--- src/rtl/ex_mem_reg.sv ---
// ex_mem_reg: EX/MEM pipeline register (in: clk, rst, stall, flush, ex_*, hilo_i, cnt_i; out: mem_*, hilo_o, cnt_o fed back to EX)
module ex_mem_reg #(
  parameter int DATA_W = 32,
  parameter int ADDR_W = 5,
  parameter int CNT_W  = 2
) (
  input  logic                clk,
  input  logic                rst,
  input  logic [5:0]          stall,
  input  logic                flush,
  input  logic [ADDR_W-1:0]   ex_wd,
  input  logic                ex_wreg,
  input  logic [DATA_W-1:0]   ex_wdata,
  input  logic [DATA_W-1:0]   ex_hi,
  input  logic [DATA_W-1:0]   ex_lo,
  input  logic                ex_whilo,
  input  logic [2*DATA_W-1:0] hilo_i,
  input  logic [CNT_W-1:0]    cnt_i,
  output logic [ADDR_W-1:0]   mem_wd,
  output logic                mem_wreg,
  output logic [DATA_W-1:0]   mem_wdata,
  output logic [DATA_W-1:0]   mem_hi,
  output logic [DATA_W-1:0]   mem_lo,
  output logic                mem_whilo,
  output logic [2*DATA_W-1:0] hilo_o,
  output logic [CNT_W-1:0]    cnt_o
);
  logic [ADDR_W-1:0]   mem_wd_q, mem_wd_d;
  logic                mem_wreg_q, mem_wreg_d;
  logic [DATA_W-1:0]   mem_wdata_q, mem_wdata_d;
  logic [DATA_W-1:0]   mem_hi_q, mem_hi_d;
  logic [DATA_W-1:0]   mem_lo_q, mem_lo_d;
  logic                mem_whilo_q, mem_whilo_d;
  logic [2*DATA_W-1:0] hilo_q, hilo_d;
  logic [CNT_W-1:0]    cnt_q, cnt_d;
  logic                clr, hold, mem_clr, acc_clr;
  always_comb begin
    clr         = rst | flush;
    hold        = stall[3] & stall[4];
    mem_clr     = clr | (stall[3] & ~stall[4]);
    acc_clr     = clr | ~stall[3];
    mem_wd_d    = mem_clr ? '0 : hold ? mem_wd_q    : ex_wd;
    mem_wreg_d  = mem_clr ? '0 : hold ? mem_wreg_q  : ex_wreg;
    mem_wdata_d = mem_clr ? '0 : hold ? mem_wdata_q : ex_wdata;
    mem_hi_d    = mem_clr ? '0 : hold ? mem_hi_q    : ex_hi;
    mem_lo_d    = mem_clr ? '0 : hold ? mem_lo_q    : ex_lo;
    mem_whilo_d = mem_clr ? '0 : hold ? mem_whilo_q : ex_whilo;
    hilo_d      = acc_clr ? '0 : hold ? hilo_q      : hilo_i;
    cnt_d       = acc_clr ? '0 : hold ? cnt_q       : cnt_i;
  end
  always_ff @(posedge clk) begin
    mem_wd_q    <= mem_wd_d;
    mem_wreg_q  <= mem_wreg_d;
    mem_wdata_q <= mem_wdata_d;
    mem_hi_q    <= mem_hi_d;
    mem_lo_q    <= mem_lo_d;
    mem_whilo_q <= mem_whilo_d;
    hilo_q      <= hilo_d;
    cnt_q       <= cnt_d;
  end
  assign mem_wd    = mem_wd_q;
  assign mem_wreg  = mem_wreg_q;
  assign mem_wdata = mem_wdata_q;
  assign mem_hi    = mem_hi_q;
  assign mem_lo    = mem_lo_q;
  assign mem_whilo = mem_whilo_q;
  assign hilo_o    = hilo_q;
  assign cnt_o     = cnt_q;
endmodule

--- config.mk ---
export PLATFORM = sky130hd
export DESIGN_NAME = ex_mem_reg
export DESIGN_NICKNAME = d
export VERILOG_FILES = /design/src/rtl/ex_mem_reg.sv
export SDC_FILE = /design/constraint.sdc
export NUM_CORES = 1
export LEC_CHECK = 0
export ABC_AREA = 1
export BUFFER_PORTS_ARGS = -buffer_cell sky130_fd_sc_hd__buf_2
export CORE_ASPECT_RATIO = 0.6
export CORE_MARGIN = 2
export CORE_UTILIZATION = 35
export DETAILED_ROUTE_END_ITERATION = 7
export PLACE_DENSITY_LB_ADDON = 0.25
export REMOVE_ABC_BUFFERS = 1
export SLEW_MARGIN = 20
export SYNTH_ARGS = -nofsm -noshare
export SYNTH_HDL_FRONTEND = slang
export SYNTH_SLANG_ARGS = --single-unit
--- constraint.sdc ---
create_clock -name clk -period 1.1 [get_ports clk]
set_clock_uncertainty 0.2 [all_clocks]
set_input_delay 0.165 -clock clk [delete_from_list [all_inputs] [get_ports clk]]
set_output_delay 0.165 -clock clk [all_outputs]
set_load 0.005 [all_outputs]
-- After elaboration in Yosys (flattened, before gate mapping)
Cells that the tools add are included.
- bitwise logic cells: 7
- operators with widths (cell ; number):
    1-bit bitwise OR ; 3
    1-bit bitwise AND ; 2
    1-bit inverter ; 2
- output and inout bits: 169
- logic and storage cells: 15
- flip-flop bits (word level): 169
- bits of input ports: 178

-- Logic depth before layout (Yosys ltp)
Gate-level depths: netlist of the first run.
- depth in word-level cells: 3
- gate-level depth with buffers: 7
- gate-level depth less buffers: 4

-- Worst setup path after synthesis of the first run
Ideal clock, no wire load.
- path type: input to register
- start: input stall[4]
- end: register mem_hi_q[0], in the netlist mem_hi[0]
- path slack: -52 ps
- cell stages on the path: 7
- path buffers: 3
- arrival: 837 ps
- data required time: 785 ps
- setup time: 115 ps
- cell sequence: buf_4 inv_2 nand2_1 nand2_1 buf_6 buf_6 a21oi_2
- cells in the longest elaborated chain, start to end: 3
- elaborated cells between the ends (all ways): 4
- those cells by class: 4 x bitwise
- RTL lines (element ; RTL line ; RTL):
    start: declaration ; 9 ; input logic [5:0] stall,
    1-bit inverter ; 40 ; mem_clr = clr | (stall[3] & ~stall[4]);
    1-bit bitwise AND ; 40 ;
    1-bit bitwise OR ; 40 ;
    end signal: assignment ; 55 ; mem_hi_q <= mem_hi_d;
    end: declaration ; 31 ; logic [DATA_W-1:0] mem_hi_q, mem_hi_d;
Several ways; a longest one is shown, not always the timed one.
A chain may end at the register's enable or synchronous reset.

-- Final worst setup path of the first run
- start: register hilo_q[57], in the netlist hilo_o[57]
- end: output hilo_o[57]
- RTL lines (element ; RTL line ; RTL):
    start: declaration ; 34 ; logic [2*DATA_W-1:0] hilo_q, hilo_d;
    start signal: assignment ; 58 ; hilo_q <= hilo_d;
    end: declaration ; 25 ; output logic [2*DATA_W-1:0] hilo_o,
No word-level cell between the ends.

==> impl_metrics.env, run 1 <==
export IMPL_totalWireLength_microns=25500
export IMPL_p_total_uw=14400
export IMPL_rsz0062_at_grt="true"
export IMPL_grt_first_pass_wirelength_microns=37800
export IMPL_final_nets=1451
export IMPL_slew_headroom_pct=79.3
export IMPL_diodes=0
export IMPL_route_detailed_drc=0
export IMPL_crit_chain="buf_2"
export IMPL_syn_cell_area_sq_um=6480
export IMPL_viasPerCell=4.96
export IMPL_crit_reg2reg_launch="hilo_o[11]"
export IMPL_mostFrequentLayoutCell="buf_2"
export IMPL_core_area_sq_um=18100
export IMPL_vias=7567
export IMPL_cts_buffer_depth=2
export IMPL_critPathBufInv=1
export IMPL_syn_to_final_growth_pct=84.0
export IMPL_io_buffers=342
export IMPL_p_int_uw=10600
export IMPL_finalSetupViolations=175
export IMPL_hp_class="in -> reg"
export IMPL_grt_pass1_vias=7334
export IMPL_hold_viol_final=0
export IMPL_start_util_pct=35.8
export IMPL_critical_path_max_stage_delay_ns=0.34
export IMPL_yosys_warnings=0
export IMPL_die_x_microns=180
export IMPL_cp_required_ns=0.73
export IMPL_power_density_nw_per_um2=1210
export IMPL_cts_buffers=17
export IMPL_clk_latency_ns=0.41
export IMPL_first_iter_violations=417
export IMPL_rows=38
export IMPL_rrSetupSlack_ns=0.07
export IMPL_final_max_slew_viol_count=0
export IMPL_drtAntennaViolNets=0
export IMPL_rr_worst_depth=3
export IMPL_ys_types=12
export IMPL_final_core_util_pct=65.8
export IMPL_gp_congestion=0.796
export IMPL_dr_wl_met3_microns=1850
export IMPL_violations="negative setup slack"
export IMPL_gr_total_overflow=0
export IMPL_seqPwrFrac_pct=44.9
export IMPL_cts_num_sinks=169
export IMPL_slowest_stage="dfxtp_2"
export IMPL_stdcell_count=1526
export IMPL_fin_crit_sh_pct=112
export IMPL_timing_rr_end="hilo_o[11]"
export IMPL_path_clk_slew_ns=0.07
export IMPL_synthCells=756
export IMPL_cts_root_buf="clkbuf_16"
export IMPL_power_frac_comb_pct=15.8
export IMPL_setup_tns_ns=-19.86
export IMPL_critPathTopFamily="flip-flops"
export IMPL_ir_worst_vdd_v=0.000824
export IMPL_cts_tree="done"
export IMPL_status="complete, but fails checks"
export IMPL_drive_above_1_share_pct=52.5
export IMPL_timing_fmax_ghz=0.808
export IMPL_top_layer="met4"
export IMPL_avgSynthCellArea_sq_um=8.57
export IMPL_die_area_sq_um=19600
export IMPL_grt_total_usage_pct=23.9
export IMPL_max_cap_violations=0
export IMPL_ios=347
export IMPL_synth_seq_cells=169
export IMPL_h_tree_depth=4
export IMPL_grt_max_degree=67
export IMPL_switching_share_pct=26.4
export IMPL_wirelength_met1_microns=10100
export IMPL_clockPowerShare_pct=39.3
export IMPL_worst_pin_slew_ns=0.310
export IMPL_antenna_found_initial=0
export IMPL_first_pass_iters=5
export IMPL_wl_met2_microns=12800
export IMPL_p_sw_uw=3800
export IMPL_die_y_microns=109
export IMPL_dp_cells=1304
export IMPL_cp_depth=1
export IMPL_layout_common_cells="buf_2, dlygate4sd3_1, nand2_1, nand3_1, dfxtp_2"
export IMPL_yosysSeqAreaShare_pct=52.2
export IMPL_p_leak_uw=0.00530
export IMPL_setup_ws_ns=-0.137
export IMPL_start_kind="flop"
export IMPL_min_period_ns=1.24
export IMPL_place_ws_ns=-0.310
export IMPL_wl_per_cell_microns=16.7
export IMPL_crit_path_end_kind="primary output"
export IMPL_path_class="reg -> out"
export IMPL_cp_data_arrival_time_ns=0.87
export IMPL_worstPathMaxFanout=2
export IMPL_startpoint="hilo_o[57]"
export IMPL_cp_endpoint="hilo_o[57]"
export IMPL_post_dp_hpwl_microns=14800
Yosys cell counts:
cell type / number / share of area [%]
buf_4: 18 / 2.1
nor2_1: 1 / 0.058
nand2_4: 1 / 0.17
buf_6: 11 / 1.9
a21oi_1: 99 / 7.7
inv_2: 1 / 0.058
nand3_1: 169 / 13
clkbuf_1: 8 / 0.46
buf_2: 37 / 2.9
dfxtp_1: 169 / 52
nand2_1: 172 / 10
a21oi_2: 70 / 9.5
how the worst min path moves through the flow:
| stage | endpoint | startpoint | cells past startpoint | slack, ns |
|---|---|---|---|---|
| floorplan | cnt_o[0] | cnt_i[0] | 2 | 0.11 |
| global placement | hilo_o[10] | hilo_i[10] | 3 | 0.21 |
| detailed placement | hilo_o[17] | hilo_i[17] | 3 | 0.22 |
| CTS | mem_lo[12] | stall[4] | 4 | 0.04 |
| global route | mem_lo[28] | stall[4] | 4 | 0.06 |
| finish | mem_whilo | rst | 4 | 0.07 |
registers in the layout, indices dropped and copies added, names as in the netlist:
| register | count |
|---|---|
| mem_wreg | 1 |
| mem_hi | 32 |
| hilo_o | 64 |
| mem_lo | 32 |
| cnt_o | 2 |
| mem_wdata | 32 |
| mem_whilo | 1 |
| mem_wd | 5 |
metrics by stage:
step           cell area, sq um  hold WS, ns
2_1_floorplan              6000        0.110
3_3_place_gp               8560        0.215
3_5_place_dp               8560        0.218
4_1_cts                   11500       0.0356
5_1_grt                   11900       0.0637
6_report                  11900       0.0686
logic make-up (layout without fill, tap and decap cells):
| group | count (synthesis) | in the layout | synth area share, % |
|---|---|---|---|
| AOI/OAI and AO/OA | 169 | 169 | 17.1 |
| and+or+nand+nor | 343 | 343 | 23.3 |
| DFF | 169 | 169 | 52.2 |
| buffers and inverters | 75 | 605 | 7.38 |
routing by layer:
layer / track usage, % / up-vias
met5: 0 / -
met4: 10.1 / 0
met3: 6.82 / 63
met2: 41.7 / 346
met1: 27.8 / 3564
li1: - / 3594
power by group through the flow:
stage / Clock, uW / Combinational, uW / Sequential [uW]
after floorplan: 0 / 516 / 6550
after global placement: 0 / 1550 / 6530
after detailed placement: 0 / 1560 / 6530
after CTS: 5790 / 2140 / 6450
after global routing: 6090 / 2440 / 6480
final: 5670 / 2270 / 6470
layout make-up:
| cell class | instances | area, sq um |
|---|---|---|
| clock buffers | 18 | 439 |
| well taps | 240 | 300 |
| flip-flops and latches | 169 | 3590 |
| inverters | 1 | 3.75 |
| clock inverters | 14 | 114 |
| repair buffers | 572 | 4830 |
| fillers | 1405 | 6200 |
| multi-input cells | 512 | 2630 |
repair_timing:
action                                 CTS  global route
endpoints found under the hold margin  169             1
buffers inserted                         2            16
setup endpoints to repair              169           175
gates resized for setup                240            47
hold buffers                           171             2
(Power assumes the default switching activity.)
==> run 2: changes to the inputs <==
==> constraint.sdc (replaced) <==
create_clock -name clk -period 1.2 [get_ports clk]
set_clock_uncertainty 0.2 [all_clocks]
set_input_delay 0.18 -clock clk [delete_from_list [all_inputs] [get_ports clk]]
set_output_delay 0.18 -clock clk [all_outputs]
set_load 0.005 [all_outputs]
==> run 2 against run 1 <==
  * The flow still finishes with violations (negative setup slack)
  * Sequential share of layout area rose by 0.095 points
  * Combinational power fell by 9.7%
  * Clock power hardly changed
  * Wire length shrank 0.70%
  * Cell area fell by 0.32%
  * Largest cell class unchanged
  * Global-route usage increased by 0.63 points
  * Utilization shrank 0.21 points
  * Sequential cell count unchanged
  * Non-clock buffer count down 10
  * Critical endpoint is now mem_lo[10]
  * Total power shrank 5.5%
  * Final cell count fell by 0.66%
  * Worst hold slack lost 0.029 ns
==> impl_metrics.env, run 2 (same netlist as run 1, synthesis figures left out) <==
export IMPL_start_util_pct=35.8
export IMPL_p_total_uw=13600
export IMPL_timing_fmax_ghz=0.795
export IMPL_min_period_ns=1.26
export IMPL_holdWs_ns=0.0393
export IMPL_die_area_sq_um=19600
export IMPL_post_route_cell_area_sq_um=11900
export IMPL_clockPowerShare_pct=41.4
export IMPL_clk_latency_ns=0.42
export IMPL_gr_total_overflow=0
export IMPL_first_pass_iters=5
export IMPL_drtAntennaViolNets=0
export IMPL_critPathTopFamily="flip-flops"
export IMPL_rsz0062_at_grt="true"
export IMPL_cts_buffers=17
export IMPL_ios=347
export IMPL_route_detailed_drc=0
export IMPL_vias=7444
export IMPL_gp_congestion=0.802
export IMPL_final_nets=1441
export IMPL_power_frac_comb_pct=15.0
export IMPL_status="complete, but fails checks"
export IMPL_fin_crit_sh_pct=105
export IMPL_grt_first_pass_wirelength_microns=38700
export IMPL_crit_chain="buf_2"
export IMPL_hp_class="in -> reg"
export IMPL_power_density_nw_per_um2=1150
export IMPL_cts_buffer_depth=2
export IMPL_rrSetupSlack_ns=0.24
export IMPL_critical_path_max_stage_delay_ns=0.35
export IMPL_met2_usage_pct=42.2
export IMPL_timing_rr_end="mem_wdata[24]"
export IMPL_die_x_microns=180
export IMPL_worstPathMaxFanout=2
export IMPL_first_iter_violations=570
export IMPL_die_y_microns=109
export IMPL_drive_above_1_share_pct=52.1
export IMPL_p_sw_uw=3560
export IMPL_core_area_sq_um=18100
export IMPL_p_leak_uw=0.00526
export IMPL_final_max_slew_viol_count=0
export IMPL_cts_root_buf="clkbuf_16"
export IMPL_finalSetupViolations=169
export IMPL_seqPwrFrac_pct=43.5
export IMPL_stdcell_count=1516
export IMPL_setup_ws_ns=-0.0582
export IMPL_violations="negative setup slack"
export IMPL_grt_pass1_vias=7286
export IMPL_max_cap_violations=0
export IMPL_rr_worst_depth=3
export IMPL_rows=38
export IMPL_layout_common_cells="buf_2, dlygate4sd3_1, nand2_1, nand3_1, dfxtp_2"
export IMPL_ir_worst_vdd_v=0.000911
export IMPL_slew_headroom_pct=73.0
export IMPL_cts_num_sinks=169
export IMPL_viasPerCell=4.91
export IMPL_path_clk_slew_ns=0.08
export IMPL_diodes=0
export IMPL_largest_reg_flops=64
export IMPL_crit_reg2reg_launch="mem_wdata[24]"
export IMPL_grt_max_degree=52
export IMPL_use_met3_pct=7.12
export IMPL_wl_per_cell_microns=16.7
export IMPL_h_tree_depth=4
export IMPL_worst_pin_slew_ns=0.405
export IMPL_syn_to_final_growth_pct=83.4
export IMPL_mostFrequentLayoutCell="buf_2"
export IMPL_post_dp_hpwl_microns=14900
export IMPL_final_core_util_pct=65.6
export IMPL_p_int_uw=10100
export IMPL_grt_total_usage_pct=24.5
export IMPL_startpoint="mem_lo[10]"
export IMPL_cp_data_arrival_time_ns=0.88
export IMPL_switching_share_pct=26.1
export IMPL_placed_area_sq_um=8480
export IMPL_top_usage_layer="met2"
export IMPL_min_to="mem_wdata[19]"
export IMPL_hold_path_startpoint="stall[4]"
export IMPL_path_class="reg -> out"
export IMPL_totalWireLength_microns=25300
export IMPL_met1_usage_pct=30.0
export IMPL_crit_path_end_kind="primary output"
export IMPL_critPathBufInv=1
export IMPL_start_kind="flop"
export IMPL_io_buffers=342
export IMPL_cts_tree="done"
export IMPL_hold_viol_final=0
export IMPL_dp_cells=1298
export IMPL_antenna_found_initial=1
export IMPL_whs_path_depth=4
export IMPL_slowest_stage="dfxtp_2"
export IMPL_cp_required_ns=0.82
-- run 2: final cells by class --
| type | instances | area (sq um) |
|---|---|---|
| Multi-Input combinational cell | 512 | 2630 |
| Clock buffer | 17 | 425 |
| Inverter | 1 | 3.75 |
| Tap cell | 240 | 300 |
| Fill cell | 1375 | 6230 |
| Clock inverter | 15 | 165 |
| Timing Repair Buffer | 562 | 4760 |
| Sequential cell | 169 | 3590 |
-- run 2: layer usage --
metal / wire [microns] / part of all wire (%) / vias to the layer above
met5: 13 / 0.051 / -
met4: 565 / 2.2 / 2
met3: 1860 / 7.3 / 50
met2: 12500 / 49 / 337
met1: 10400 / 41 / 3475
li1: - / - / 3580
-- run 2: worst max path at each step --
stage,to,slack (ns),cells past startpoint
floorplan,mem_hi[31],-2.07,4
global route,hilo_o[33],-0.1,1
detailed placement,hilo_o[22],-0.10,6
CTS,mem_wdata[1],-0.07,1
global placement,mem_lo[13],-0.08,6
finish,mem_lo[10],-0.06,1
-- run 2: repair_timing --
item                                    in CTS  in global routing
pin swaps                                    0                  0
endpoints found under the hold margin      169                  0
buffers inserted                             3                 11
gates resized for setup                    252                 41
endpoints found under the setup margin     169                169
hold buffers                               172                  0
-- run 2: stage by stage --
| step | setup TNS (ns) | setup WS (ns) |
|---|---|---|
| 3_5_place_dp | -8.63 | -0.101 |
| 5_1_grt | -13.01 | -0.0958 |
| 6_report | -6.67 | -0.0582 |
| 2_1_floorplan | -235.64 | -2.07 |
| 4_1_cts | -9.73 | -0.0730 |
| 3_3_place_gp | -6.68 | -0.0763 |
-- run 2: worst reg2reg max path, delay by kind of cell (launching register included) --
family                 cells  cell delay (ns)
and+or+nand+nor            1             0.08
buffers and inverters      1             0.10
DFF                        1             0.35
AOI/OAI and AO/OA          1             0.17
-- run 2: power by group through the flow --
stage | sequential (uW) | combinational, uW | clock [uW]
2_1_floorplan | 6010 | 473 | 0
3_3_place_gp | 5980 | 1390 | 0
3_5_place_dp | 5990 | 1400 | 0
4_1_cts | 5910 | 1940 | 5750
5_1_grt | 5940 | 2200 | 6050
6_report | 5930 | 2050 | 5640
==> run 3: changes to the inputs <==
--- a/config.mk
+++ b/config.mk
@@ -5,12 +5,12 @@
 export SDC_FILE = /design/constraint.sdc
 export NUM_CORES = 1
 export LEC_CHECK = 0
-export ABC_AREA = 1
 export BUFFER_PORTS_ARGS = -buffer_cell sky130_fd_sc_hd__buf_2
 export CORE_ASPECT_RATIO = 0.6
 export CORE_MARGIN = 2
 export CORE_UTILIZATION = 35
 export DETAILED_ROUTE_END_ITERATION = 7
+export MAX_ROUTING_LAYER = met4
 export PLACE_DENSITY_LB_ADDON = 0.25
 export REMOVE_ABC_BUFFERS = 1
 export SLEW_MARGIN = 20
==> run 3 against run 2 <==
  * Total power is 5.5% lower
  * Highest routed layer is now met4
  * Register-to-register slack worse by 0.10 ns
  * The flow still finishes with violations (negative setup slack)
  * Critical endpoint is now hilo_o[2]
  * Synthesized area is 3.0% lower
==> impl_metrics.env, run 3 <==
export IMPL_slowest_stage="dfxtp_2"
export IMPL_whs_path_depth=4
export IMPL_cts_num_sinks=169
export IMPL_gr_total_overflow=0
export IMPL_cp_required_ns=0.82
export IMPL_die_area_sq_um=19100
export IMPL_rows=37
export IMPL_max_cap_violations=0
export IMPL_async_reset_ff_share_pct=0
export IMPL_hold_viol_final=0
export IMPL_yosysSeqAreaShare_pct=53.9
export IMPL_crit_path_end_kind="primary output"
export IMPL_p_leak_uw=0.00527
export IMPL_ios=347
export IMPL_hp_class="in -> reg"
export IMPL_fin_crit_sh_pct=105
export IMPL_rr_worst_depth=4
export IMPL_final_max_slew_viol_count=0
export IMPL_dp_cells=1217
export IMPL_layout_common_cells="buf_2, dfxtp_2, dlygate4sd3_1, buf_6"
export IMPL_yosysTopAreaCellShare_pct=53.9
export IMPL_die_y_microns=108
export IMPL_synth_seq_cells=169
export IMPL_multi_input_area_sq_um=2600
export IMPL_rrSetupSlack_ns=0.14
export IMPL_route_detailed_drc=0
export IMPL_path_clk_slew_ns=0.07
export IMPL_cp_depth=1
export IMPL_avgSynthCellArea_sq_um=9.33
export IMPL_status="complete, but fails checks"
export IMPL_setup_ws_ns=-0.0583
export IMPL_h_tree_depth=4
export IMPL_cp_data_arrival_time_ns=0.88
export IMPL_drtAntennaViolNets=0
export IMPL_post_dp_hpwl_microns=13500
export IMPL_io_buffers=342
export IMPL_first_iter_violations=290
export IMPL_grt_max_degree=49
export IMPL_grt_first_pass_wirelength_microns=33700
export IMPL_grt_total_usage_pct=22.9
export IMPL_syn_cell_area_sq_um=6280
export IMPL_path_class="reg -> out"
export IMPL_cts_tree="done"
export IMPL_yosysMostFrequentCell="dfxtp_1"
export IMPL_power_frac_comb_pct=14.3
export IMPL_violations="negative setup slack"
export IMPL_ir_worst_vdd_v=0.000638
export IMPL_drive_above_1_share_pct=49.4
export IMPL_timing_fmax_ghz=0.795
export IMPL_ys_types=13
export IMPL_yosys_warnings=0
export IMPL_power_density_nw_per_um2=1100
export IMPL_synth_edff_count=0
export IMPL_stdcell_count=1442
export IMPL_grt_pass1_vias=6789
export IMPL_clk_latency_ns=0.42
export IMPL_clockPowerShare_pct=40.1
export IMPL_syn_to_final_growth_pct=86.8
export IMPL_synthCells=673
export IMPL_min_period_ns=1.26
export IMPL_vias=6801
export IMPL_first_pass_iters=5
export IMPL_start_util_pct=36.2
export IMPL_wl_per_cell_microns=16.0
export IMPL_cts_buffer_depth=2
export IMPL_core_area_sq_um=17400
export IMPL_switching_share_pct=25.0
export IMPL_viasPerCell=4.72
export IMPL_worst_pin_slew_ns=0.285
export IMPL_critical_path_max_stage_delay_ns=0.34
export IMPL_synthTopCellsByCount="dfxtp_1, a21oi_1, nand2b_1, nand3_1"
export IMPL_seqPwrFrac_pct=45.6
export IMPL_cts_root_buf="clkbuf_16"
export IMPL_regArea_sq_um=3590
export IMPL_largest_reg_flops=64
export IMPL_slew_headroom_pct=81.0
export IMPL_die_x_microns=177
export IMPL_holdWs_ns=0.0780
export IMPL_mostFrequentLayoutCell="buf_2"
export IMPL_start_kind="flop"
export IMPL_yosysTopAreaCell="dfxtp_1"
export IMPL_rsz0062_at_grt="true"
export IMPL_p_int_uw=9650
export IMPL_crit_chain="buf_2"
export IMPL_critPathTopFamily="flip-flops"
export IMPL_synthTopCellsByArea="dfxtp_1, mux2i_1, nand2b_1"
export IMPL_final_nets=1372
export IMPL_totalWireLength_microns=23000
export IMPL_fill_cells=1284
export IMPL_finalSetupViolations=169
export IMPL_worstPathMaxFanout=2
export IMPL_antenna_found_initial=0
export IMPL_p_sw_uw=3220
export IMPL_cts_buffers=17
export IMPL_ys_flop_type="dfxtp_1"
export IMPL_gp_congestion=0.790
export IMPL_critPathBufInv=1
run 3: final cells by class:
class	count	area share [%]
Clock buffer	19	3.78
Clock inverter	13	0.982
Tap cell	234	2.50
Antenna cell	1	0.0213
Multi-Input combinational cell	443	22.2
Timing Repair Buffer	563	39.9
Sequential cell	169	30.7
run 3: logic make-up after synthesis:
group / synth area share, %
buffers and inverters: 4.74
flip-flops: 53.9
AO/OA/AOI/OAI: 8.21
AND/OR/NAND/NOR: 22.7
multiplexers: 10.5
run 3: routing by layer:
| layer | track usage, % | share of wire, % | up-vias |
|---|---|---|---|
| li1 | - | - | 3301 |
| met1 | 24.9 | 40 | 3187 |
| met2 | 40.7 | 51 | 269 |
| met3 | 6.50 | 6.9 | 44 |
| met4 | 7.62 | 2.1 | 0 |
| met5 | - | 0 | - |
run 3: final timing paths:
kind	startpoint	to
worst max register to register	hilo_o[24]	hilo_o[24]
worst min register to register	mem_lo[29]	mem_lo[29]
worst min-delay path	stall[4]	mem_lo[6]
worst max-delay path	hilo_o[2]	hilo_o[2]
run 3: power by group through the flow:
stage | clock, uW | sequential (uW) | combinational [uW]
6_report | 5160 | 5870 | 1850
5_1_grt | 5520 | 5880 | 1990
4_1_cts | 5290 | 5850 | 1740
3_5_place_dp | 0 | 5940 | 1220
3_3_place_gp | 0 | 5940 | 1210
2_1_floorplan | 0 | 5960 | 377
run 3: what timing repair did:
item                                   4_1_cts  5_1_grt
buffers inserted                             7       16
resized for setup                          244       41
hold buffers                               169        0
pin swaps                                    0        0
endpoints found under the hold margin      169        0
setup endpoints to repair                  169      169
run 3: worst reg2reg max path: stages, from the launching register on:
cell,delay [ns]
dfxtp_2,0.33
buf_4,0.12
buf_4,0.12
mux2i_1,0.12
nor2_1,0.05
run 3: per-stage QoR:
stage               setup TNS, ns  area, sq um  util (%)  setup slack, ns  total power, uW
detailed placement         -22.48         8370      48.2           -0.261             7160
CTS                         -9.45        11400      65.5          -0.0702            12900
floorplan                  -75.61         5980         -           -0.579             6330
global route               -12.30        11700      67.5           -0.106            13400
global placement           -20.33         8370      48.2           -0.238             7150
finish                      -5.87        11700      67.6          -0.0583            12900
